===== config.mk =====
export PLATFORM = sky130hd
export DESIGN_NAME = keypad_scanner
export DESIGN_NICKNAME = d
export VERILOG_FILES = /design/src/rtl/keypad_pkg.sv /design/src/rtl/tick_gen.sv /design/src/rtl/keypad_scanner.sv
export SDC_FILE = /design/constraint.sdc
export NUM_CORES = 1
export LEC_CHECK = 0
export ABC_AREA = 1
export BUFFER_PORTS_ARGS = -buffer_cell sky130_fd_sc_hd__buf_2
export CAP_MARGIN = 20
export CORE_ASPECT_RATIO = 0.8
export CORE_MARGIN = 4
export CORE_UTILIZATION = 31
export DETAILED_ROUTE_END_ITERATION = 12
export PLACE_DENSITY = 0.54
export SLEW_MARGIN = 0
export SYNTH_ARGS = -nofsm -noshare
export SYNTH_HDL_FRONTEND = slang
export SYNTH_SLANG_ARGS = --single-unit

===== constraint.sdc =====
create_clock -name clk -period 1.95 [get_ports clk]
set_input_delay 0 -clock clk [delete_from_list [all_inputs] [get_ports clk]]
set_output_delay 0 -clock clk [all_outputs]
set_load 0.1 [all_outputs]

===== src/rtl/keypad_pkg.sv =====
// Shared definitions for the 4x4 keypad scanner.
//   state_e     : scanner FSM states (scan, debounce, pressed)
//   tick_div()  : divider terminal count for a tick generator (Fclk / F)
//   cnt_width() : bits needed to hold a counter value in 0..max_val
package keypad_pkg;

  typedef enum logic [1:0] {
    StScan     = 2'd0,
    StDebounce = 2'd1,
    StPressed  = 2'd2
  } state_e;

  function automatic int unsigned tick_div(int unsigned fclk, int unsigned f);
    return fclk / f;
  endfunction

  function automatic int unsigned cnt_width(int unsigned max_val);
    return (max_val < 2) ? 1 : $clog2(max_val + 1);
  endfunction

endpackage


===== src/rtl/tick_gen.sv =====
// Periodic clock-enable generator. The counter runs 1..Fclk/F and ce is high on the
// cycle it holds the terminal count, so the period is exactly Fclk/F cycles.
// Reusable for the display's 1 ms and 100 ms enables.
//   clk : system clock
//   rst : synchronous reset, active-high (counter cleared to 0)
//   ce  : one-cycle enable pulse
module tick_gen
  import keypad_pkg::*;
#(
  parameter int unsigned Fclk = 50000000,
  parameter int unsigned F    = 1000
) (
  input  logic clk,
  input  logic rst,
  output logic ce
);

  localparam int unsigned Tc   = tick_div(Fclk, F);
  localparam int unsigned CntW = cnt_width(Tc);
  localparam logic [CntW-1:0] TcV = CntW'(Tc);

  logic [CntW-1:0] cnt_q, cnt_d;

  always_comb begin
    ce    = (cnt_q == TcV);
    cnt_d = ce ? CntW'(1) : cnt_q + CntW'(1);
  end

  always_ff @(posedge clk) begin
    if (rst) begin
      cnt_q <= '0;
    end else begin
      cnt_q <= cnt_d;
    end
  end

endmodule


===== src/rtl/keypad_scanner.sv =====
// 4x4 hex matrix-keypad scanner. Drives one row low per scan tick, reads the
// active-low columns through a 2-flop synchronizer, debounces presses and releases,
// and shifts each accepted key code into a 16-bit word for the 7-segment display.
//   clk       : system clock
//   rst       : synchronous reset, active-high
//   col_n     : keypad columns, asynchronous, low = contact
//   row_n     : keypad rows, one-hot active-low
//   key_code  : last accepted key, row*4 + col
//   key_valid : one-cycle pulse per accepted key
//   key_held  : high while the accepted key is still down
//   dat       : entered digits, newest in [3:0]
//   ce_scan   : one-cycle scan tick
// Optional feature: define KEYPAD_AUTOREPEAT_EN to re-emit a held key after
// REP_DELAY ticks and then every REP_RATE ticks.
module keypad_scanner
  import keypad_pkg::*;
#(
  parameter int unsigned Fclk      = 50000000,
  parameter int unsigned Fscan     = 1000,
  parameter int unsigned DEB_TICKS = 20,
  parameter int unsigned REP_DELAY = 500,
  parameter int unsigned REP_RATE  = 100
) (
  input  logic        clk,
  input  logic        rst,
  input  logic [3:0]  col_n,
  output logic [3:0]  row_n,
  output logic [3:0]  key_code,
  output logic        key_valid,
  output logic        key_held,
  output logic [15:0] dat,
  output logic        ce_scan
);

  // Debounce count may step one past DEB_TICKS when DEB_TICKS is 1.
  localparam int unsigned DebW = cnt_width(DEB_TICKS + 1);
  localparam logic [DebW-1:0] DebV = DebW'(DEB_TICKS);

  logic [3:0]      col_meta_q, col_s_q;
  state_e          state_q, state_d;
  logic [1:0]      row_q, row_d;
  logic [3:0]      cand_q, cand_d;
  logic [DebW-1:0] cnt_q, cnt_d, cnt_inc;
  logic [3:0]      key_code_q, key_code_d;
  logic [15:0]     dat_q, dat_d;
  logic            valid_q, valid_d;
  logic            held_q, held_d;
  logic            any_low;
  logic [1:0]      low_col;
  logic            cand_low;
  logic            emit;

`ifdef KEYPAD_AUTOREPEAT_EN
  localparam int unsigned RepMax = (REP_DELAY > REP_RATE) ? REP_DELAY : REP_RATE;
  localparam int unsigned HoldW  = cnt_width(RepMax);

  logic [HoldW-1:0] hold_q, hold_d, hold_inc;
  logic             rep_q, rep_d;  // set once the initial delay has elapsed
`endif

  tick_gen #(
    .Fclk (Fclk),
    .F    (Fscan)
  ) u_tick_gen (
    .clk (clk),
    .rst (rst),
    .ce  (ce_scan)
  );

  // Lowest-index low column wins.
  always_comb begin
    any_low = 1'b0;
    low_col = 2'd0;
    for (int i = 3; i >= 0; i--) begin
      if (!col_s_q[i]) begin
        any_low = 1'b1;
        low_col = 2'(i);
      end
    end
  end

  assign cand_low = ~col_s_q[cand_q[1:0]];
  assign cnt_inc  = cnt_q + DebW'(1);

  always_comb begin
    state_d    = state_q;
    row_d      = row_q;
    cand_d     = cand_q;
    cnt_d      = cnt_q;
    key_code_d = key_code_q;
    dat_d      = dat_q;
    valid_d    = 1'b0;
    held_d     = held_q;
    emit       = 1'b0;
`ifdef KEYPAD_AUTOREPEAT_EN
    hold_d     = hold_q;
    rep_d      = rep_q;
    hold_inc   = hold_q + HoldW'(1);
`endif
    if (ce_scan) begin
      unique case (state_q)
        StScan: begin
          if (any_low) begin
            cand_d  = {row_q, low_col};
            cnt_d   = DebW'(1);
            state_d = StDebounce;
          end else begin
            row_d = row_q + 2'd1;
          end
        end
        StDebounce: begin
          if (any_low && (low_col == cand_q[1:0])) begin
            if (cnt_inc >= DebV) begin
              emit    = 1'b1;
              held_d  = 1'b1;
              cnt_d   = '0;  // reused as the release count
              state_d = StPressed;
`ifdef KEYPAD_AUTOREPEAT_EN
              hold_d  = '0;
              rep_d   = 1'b0;
`endif
            end else begin
              cnt_d = cnt_inc;
            end
          end else begin
            cnt_d   = '0;
            state_d = StScan;
          end
        end
        StPressed: begin
          if (cand_low) begin
            cnt_d = '0;
`ifdef KEYPAD_AUTOREPEAT_EN
            if ((!rep_q && (hold_inc == HoldW'(REP_DELAY))) ||
                (rep_q && (hold_inc == HoldW'(REP_RATE)))) begin
              emit   = 1'b1;
              hold_d = '0;
              rep_d  = 1'b1;
            end else begin
              hold_d = hold_inc;
            end
`endif
          end else if (cnt_inc >= DebV) begin
            cnt_d   = '0;
            held_d  = 1'b0;
            row_d   = row_q + 2'd1;
            state_d = StScan;
          end else begin
            cnt_d = cnt_inc;
          end
        end
        default: begin
          cnt_d   = '0;
          state_d = StScan;
        end
      endcase
    end
    if (emit) begin
      valid_d    = 1'b1;
      key_code_d = cand_q;
      dat_d      = {dat_q[11:0], cand_q};
    end
  end

  always_ff @(posedge clk) begin
    if (rst) begin
      col_meta_q <= 4'hF;
      col_s_q    <= 4'hF;
      state_q    <= StScan;
      row_q      <= 2'd0;
      cand_q     <= 4'd0;
      cnt_q      <= '0;
      key_code_q <= 4'd0;
      dat_q      <= 16'd0;
      valid_q    <= 1'b0;
      held_q     <= 1'b0;
    end else begin
      col_meta_q <= col_n;
      col_s_q    <= col_meta_q;
      state_q    <= state_d;
      row_q      <= row_d;
      cand_q     <= cand_d;
      cnt_q      <= cnt_d;
      key_code_q <= key_code_d;
      dat_q      <= dat_d;
      valid_q    <= valid_d;
      held_q     <= held_d;
    end
  end

`ifdef KEYPAD_AUTOREPEAT_EN
  always_ff @(posedge clk) begin
    if (rst) begin
      hold_q <= '0;
      rep_q  <= 1'b0;
    end else begin
      hold_q <= hold_d;
      rep_q  <= rep_d;
    end
  end
`endif

  assign row_n     = ~(4'b0001 << row_q);
  assign key_code  = key_code_q;
  assign key_valid = valid_q;
  assign key_held  = held_q;
  assign dat       = dat_q;

endmodule

Word-level counts from Yosys, hierarchy flattened
Index checks and enable logic that the tools add are counted. Widths: inputs -> output; s select.

Register bits: 59. Input bits: 6. Output and inout port bits: 27. Word-level logic and storage cells: 76.

Add/subtract/negate cells: 3. Order comparisons: 2. Equality and inequality tests: 11. Shift-type cells: 1. Mux-type cells: 36. Bitwise logic cells: 1. Reductions and logical operators: 10.

Operators by type and width (count): $mux 2 (12); $mux 5 (4); $add 16x1->16 const B (1); $eq 16x16->1 const B (1); $mux 1 (15); $pmux 5 s3 (1); $ne 2x2->1 const B (6); $reduce_and 5->1 (2); $pmux 2 s3 (1); $reduce_and 6->1 (1); $add 5x1->5 const B (1); $ge 5x5->1 const B (1); $not 4->4 (1); $pmux 2 s2 (1); $reduce_bool 2->1 (2); $shl 1x2->4 const A (1); $lt 2x3->1 const B (1); $ne 3x3->1 const B (1); $reduce_and 3->1 (1); $add 2x1->2 const B (1); $bmux 1 s2 (1); $eq 2x1->1 const B (1); $eq 2x2->1 (1); $eq 2x2->1 const B (1); other kinds (5) (5).

Depth between registers and ports, before layout
Gate-level depths: netlist of the first run.

Depth in word-level cells: 10. Mapped depth: 12. Mapped depth without buffers: 12.

Modules after synthesis
A second synthesis of the first run with hierarchy kept.

Cells, all modules: 406. Area, all modules: 2767.7 µm².

By module, submodules not included: keypad_scanner (instances 1, cells an instance 267, area each 1845.5 µm², sequential area each 780.7 µm²); tick_gen (instances 1, cells an instance 139, area each 922.1 µm², sequential area each 320.3 µm²).

Least setup slack after synthesis of the first run
No wires, ideal clock.

Kind: flip-flop to flip-flop. Start: register u_tick_gen.cnt_q[0]. End: register row_q[0]. Setup time: 0.122 ns. Data arrival time: 2.557 ns. Required time: 1.828 ns. Slack: -0.728 ns. Stages on the path, launching flop included: 10. Buffers on the path: 0. Period minus slack after synthesis: 2.678 ns. Cell sequence: dfxtp_1 -> inv_1 -> ha_1 -> nand2_1 -> nor3_1 -> nand2_1 -> nor2_1 -> nand2_1 -> a21oi_1 -> a21oi_1.

Longest elaborated chain between the ends: 2.

RTL lines: start: declaration (RTL line tick_gen.sv:22) `logic [CntW-1:0] cnt_q, cnt_d;`; start signal: assignment (RTL line tick_gen.sv:33) `cnt_q <= cnt_d;`; $eq 16x16->1 (RTL line tick_gen.sv:25) `ce = (cnt_q == TcV);`; via ce_scan (RTL line keypad_scanner.sv:32) `output logic ce_scan`; $reduce_and 5->1 (no source line); end signal: assignment (RTL line keypad_scanner.sv:181) `row_q <= row_d;`; end: declaration (RTL line keypad_scanner.sv:41) `logic [1:0] row_q, row_d;`.

The timed path passes the listed nets, and every way through them passes these cells. A chain may end at the register's enable or synchronous reset.

Final worst setup path of the first run
Start: register u_tick_gen.cnt_q[0]. End: output port ce_scan.

Longest elaborated chain between the ends: 1.

RTL lines (RTL line): $eq 16x16->1 (tick_gen.sv:25); end: declaration (keypad_scanner.sv:32).

No other way between the ends.

==> results of run 1 <==
==> flip-flops by register name (all words and copies together), names as in the netlist, 2 cells and up <==
name	flops
col_meta_q	4
state_q	2
row_q	2
dat	13
col_s_q	4
u_tick_gen.cnt_q	16
cnt_q	5
key_code	3
cand_q	4
==> final cells by class <==
class                      instances  share of cell area
sequential                        55               0.348
clock buffer                       7              0.0305
inverter                          56              0.0673
tap                              112              0.0443
timing repair buffer              41              0.0792
multi-input combinational        234               0.428
clock inverter                     1             0.00238
==> worst max-delay path, stage by stage, from the launching register on <==
cell	delay (ps)
dfxtp_1	340
inv_1	60
ha_1	180
nand2_1	60
nor3_1	140
nand2_1	110
nor2_4	160
buf_2	450
==> through the flow <==
step / area [µm²] / utilization / std cells
after floorplan: 2750 / - / 356
after global placement: 3020 / 0.352 / 494
after detailed placement: 3020 / 0.352 / 494
after CTS: 3160 / 0.369 / 506
after global routing: 3160 / 0.369 / 506
final: 3160 / 0.369 / 506
==> per-layer routing <==
| layer | up-vias | global-route usage |
|---|---|---|
| met3 | 4 | 0.0204 |
| met1 | 977 | 0.157 |
| met4 | 0 | 0.0300 |
| met2 | 27 | 0.163 |
| li1 | 1198 | - |
| met5 | - | 0 |
==> logic make-up after synthesis <==
| kind of cell | after synthesis |
|---|---|
| compound gates | 67 |
| xor+xnor | 4 |
| fa+ha+maj | 8 |
| buf+inv | 67 |
| flops | 55 |
| simple gates | 155 |
==> worst min-delay path by stage <==
stage	start	slack (ps)	endpoint	cells after the start
after floorplan	col_n[0]	100	col_meta_q[0]	1
after global placement	col_n[3]	180	col_meta_q[3]	2
after detailed placement	col_n[3]	180	col_meta_q[3]	2
after CTS	rst	40	cnt_q[1]	2
after global routing	rst	70	cnt_q[3]	2
final	rst	40	cnt_q[2]	2
==> cell usage in the layout, fill, tap and decap left out, types with 5 or more instances in the layout <==
cell type,synthesis,final
nor2_1,28,27
nor3_1,8,8
o21ai_1,9,9
inv_1,51,51
ha_1,8,8
o21ai_0,9,9
buf_2,1,32
nor2_2,5,5
nand3_1,11,11
nand4_1,5,5
a21oi_2,15,15
clkbuf_8,0,7
dfxtp_1,55,55
or2_2,8,8
nand2_1,68,68
o21ai_2,8,8
a21oi_1,25,25
==> report_power, final <==
part	total, mW	internal [mW]	switching (mW)
Sequential	1.14	1.14	0.00828
Combinational	0.0881	0.0357	0.0524
Clock	0.695	0.324	0.371
==> synthesized netlist by cell type, types with 5 or more instances <==
library cell and instances:
a21oi_1 25, a21oi_2 15, dfxtp_1 55, ha_1 8, inv_1 51, nand2_1 68, nand3_1 11, nand4_1 5
nor2_1 28, nor2_2 5, nor3_1 8, o21ai_0 9, o21ai_1 9, o21ai_2 8, or2_2 8
==> timing repair <==
item	CTS	global route
hold endpoints to repair	4	0
endpoints found under the setup margin	0	0
resized for setup	0	0
setup buffers	0	0
hold buffers	4	0
==> results.cfg, run 1 <==
[run_status]
status = finished clean

[setup_path]
r2r_cells = 9
startpoint_type = flop
crit_fanout = 4
cp.required_ps = 1950
worstSetupPathType = reg2out
rr_startpoint = cnt_q[1]
reg2reg_to = dat[15]
r2r_setup_slack_ps = 150
cp-end-kind = primary output
critical_path.startpoint = u_tick_gen.cnt_q[0]
cp.arrival_ps = 1820
crit_path_end = ce_scan

[die]
start_util = 0.320
core_um2 = 8560
fp.dieH_um = 92.1
die_w_um = 113
die-area_um2 = 10400
std_cell_rows = 30
io_pins = 33

[synthesis]
async_reset_ff_frac = 0
ys_types = 36
syn_nets = 370
synth_edf_count = 0
synth-compound-area-share = 0.154
synth_top_family_by_area = simple AND/OR/NAND/NOR gates
ys_seq_elements = 55
synthSimpleGateAreaFrac = 0.280
avgSynthCellArea_um2 = 7.69
yosys_warnings = 0
synth-xor-area-share = 0.0196
synthAdderAreaFrac = 0.0365
synth.mux.area_fraction = 0
yosys-top-cells-area = dfxtp_1 (40%), nand2_1 (9.3%), inv_1 (7.0%)
ys.flop_type = dfxtp_1
synth_top_area_share = 0.402
syn_inst = 356
yosysTopAreaCell = dfxtp_1
ys_seq_area_frac = 0.402
syn_area_um2 = 2740

[power_and_ir_drop]
power_density_nw_per_um2 = 609
ir_drop_mv = 0.291
power_mw = 1.93
leakage_nw = 1.28

[placed_design]
dp_slack_ps = 170
hpwl_um = 4030
gp_congestion = 0.866
port_buffers = 32

[drt]
drtIter0Drc = 137
drtAntennaViolNets = 0
wl_met3_um = 181
highest_layer = met4
drc = 0
m1WireLength_um = 2820
num_vias = 2206
wire_per_inst_um = 10.5
vias_per_cell = 4.36
dr.pass1.iters = 4
wl_met2_um = 2300
drt_wl_total_um = 5340

[cells_and_area]
num_antenna_cells = 0
ff_latch_area_um2 = 1100
multi_input_area_um2 = 1350
areaGrowthSynthToFinish_pct = 15.4
final_nets = 407
final_layout_size_suffix_gt1_frac = 0.259
fillers = 891

[global_route]
antenna_found_initial = 0
grt_pass1_wl_um = 9550
grt_overflow = 0
grt_max_degree = 33
globalRouteTotalUtil = 0.108
grt_pass1_vias = 2068

[timing]
holdWs_ps = 39.9
hold_viol = 0
fin_skew_ps = 5.46
slew_viol_final = 0
slew_headroom = 0.674
setup_viol = 0
fmaxAchievable_mhz = 549
tightestPinTransition_ps = 492
finalCritPeriodShare = 0.934
final.setup.tns_ps = 0
min_period_ps = 1820
rsz0062_at_grt = false
setup_ws_ps = 128

[run]
maxCapViolCount = 0

[cts]
clock_latency_ps = 310
htreeDepth = 2
clockBufferDepth = 2
clkSinkCount = 55
cts_tree = done
path_clk_slew_ps = 100
numCtsBuffers = 5
root_buffer = clkbuf_8

[worst_hold_path]
hp-class = in2reg
Power figures use the tool's default switching activity.
==> run 2: changes to the inputs <==
--- a/config.mk
+++ b/config.mk
@@ -13,6 +13,7 @@
 export CORE_UTILIZATION = 31
 export DETAILED_ROUTE_END_ITERATION = 12
 export PLACE_DENSITY = 0.54
+export RECOVER_POWER = 100
 export SLEW_MARGIN = 0
 export SYNTH_ARGS = -nofsm -noshare
 export SYNTH_HDL_FRONTEND = slang
==> results.cfg, run 2 (same netlist as run 1, synthesis figures left out) <==
[cts]
numCtsBuffers = 5
clockBufferDepth = 2
clkSinkCount = 55
cts_tree = done
path_clk_slew_ps = 100
cts-resized-gates = 0
htreeDepth = 2
clock_latency_ps = 310
post_cts_buffers = 0
root_buffer = clkbuf_8

[setup_path]
critPathBufInv = 2
timing.critical_path.slowest_cell_delay_ps = 450
path_cells = inv_1, ha_1, nand2_1, nor3_1, nand2_1, nor2_4, buf_2
worstSetupPathType = reg2out
startpoint_type = flop
cp-end-kind = primary output
cpMostUsedCell = nand2_1
cp.required_ps = 1950
cp_top_family = buffers and inverters
crit_slowest_cell = buf_2
crit_fanout = 4
cp.arrival_ps = 1820

[cells_and_area]
num_antenna_cells = 0
fillers = 919
final_core_util = 0.361
areaGrowthSynthToFinish_pct = 12.8
design_area_um2 = 3090
regMostFlops = u_tick_gen.cnt_q
layout_commonest_cell = nand2_1
largest_reg_flops = 16
final_cell_mix = nand2_1 (70), dfxtp_1 (55), inv_1 (51)
final_nets = 407
final_layout_size_suffix_gt1_frac = 0.175

[global_route]
antenna_found_initial = 0
globalRouteTotalUtil = 0.108
grt_overflow = 0
grt_most_used_layer = met2
met3_usage = 0.0204
use_met2 = 0.163
grt_pass1_vias = 2068
grt_pass1_wl_um = 9550
grt_max_degree = 33
use_met1 = 0.157

[worst_hold_path]
hp-class = in2reg

[timing]
fin_skew_ps = 6.24
finalCritPeriodShare = 0.933
rsz0062_at_grt = false
hold_viol = 0
setup_viol = 0
final.setup.tns_ps = 0
fmaxAchievable_mhz = 550
setup_ws_ps = 130
tightestPinTransition_ps = 1180
slew_viol_final = 0
min_period_ps = 1820
slew_headroom = 0.218

[die]
std_cell_rows = 30
die_w_um = 113
die-area_um2 = 10400
io_pins = 33
core_um2 = 8560
fp.dieH_um = 92.1
start_util = 0.320

[run]
maxCapViolCount = 0

[drt]
drc = 0
drt_wl_total_um = 5360
dr.pass1.iters = 4
wire_per_inst_um = 10.6
drtAntennaViolNets = 0
drtIter0Drc = 148
vias_per_cell = 4.39
num_vias = 2223

[power_and_ir_drop]
power_density_nw_per_um2 = 622
p_switching_uw = 429
swShare = 0.223
power_frac_comb = 0.044
p_clk_frac = 0.361
p_int_mw = 1.49
leakage_nw = 1.17
seqPwrFrac = 0.595
ir_drop_mv = 0.290

[placed_design]
placed_area_um2 = 3020
gp_congestion = 0.866
hpwl_um = 4030
dp_slack_ps = 170
port_buffers = 32

[run_status]
status = finished clean
## run 2: changes by cell type in the layout (fill, tap and decap cells not counted), sizes merged
| cell | previous run | this run |
|---|---|---|
| buf | 37 | 10 |
| clkbuf | 7 | 34 |
## run 2: stage by stage
stage / power, mW / hold slack, ps / std cells
2_1_floorplan: 1.23 / 104 / 356
3_3_place_gp: 1.25 / 183 / 494
3_5_place_dp: 1.25 / 184 / 494
4_1_cts: 1.96 / 39.1 / 506
5_1_grt: 2.02 / 74.4 / 506
6_report: 1.92 / 40.1 / 506
## run 2: what timing repair did
action                                  CTS  global route
hold endpoints to repair                  4             0
hold buffers                              4             0
endpoints found under the setup margin    0             0
## run 2: cell type report
class | count | area (µm²) | share of cell area
clock inverters | 1 | 7.51 | 0.00243
repair buffers | 41 | 220 | 0.0713
multi-input cells | 234 | 1310 | 0.425
clock buffers | 7 | 96.3 | 0.0312
flip-flops and latches | 55 | 1100 | 0.356
inverters | 56 | 213 | 0.0688
well taps | 112 | 140 | 0.0453
## run 2: worst paths after layout
check,from,to,slack [ps],depth (start not counted)
max,u_tick_gen.cnt_q[0],ce_scan,130,7
min,rst,cnt_q[2],40,2
max reg2reg,cnt_q[1],dat[10],140,9
min reg2reg,col_meta_q[2],col_s_q[2],420,1
## run 2: worst reg2reg max path, stage by stage (launching register included)
cell     delay, ps
dfxtp_1        410
ha_1           230
nand3_2        140
xnor2_4        230
nand2_4        100
inv_4           90
nand3_4         80
buf_12         180
o21ai_0        220
a21oi_2         40
## run 2: power by group through the flow
stage	sequential, mW	clock (mW)	combinational [mW]
6_report	1.14	0.694	0.0841
5_1_grt	1.15	0.774	0.0989
4_1_cts	1.14	0.728	0.0890
3_5_place_dp	1.17	0	0.0826
3_3_place_gp	1.17	0	0.0811
2_1_floorplan	1.17	0	0.0620
## run 2: routing by layer
metal / routed length (µm) / up-vias
met4: 40 / 0
met1: 2870 / 995
met2: 2300 / 24
li1: - / 1199
met5: 0 / -
met3: 147 / 5
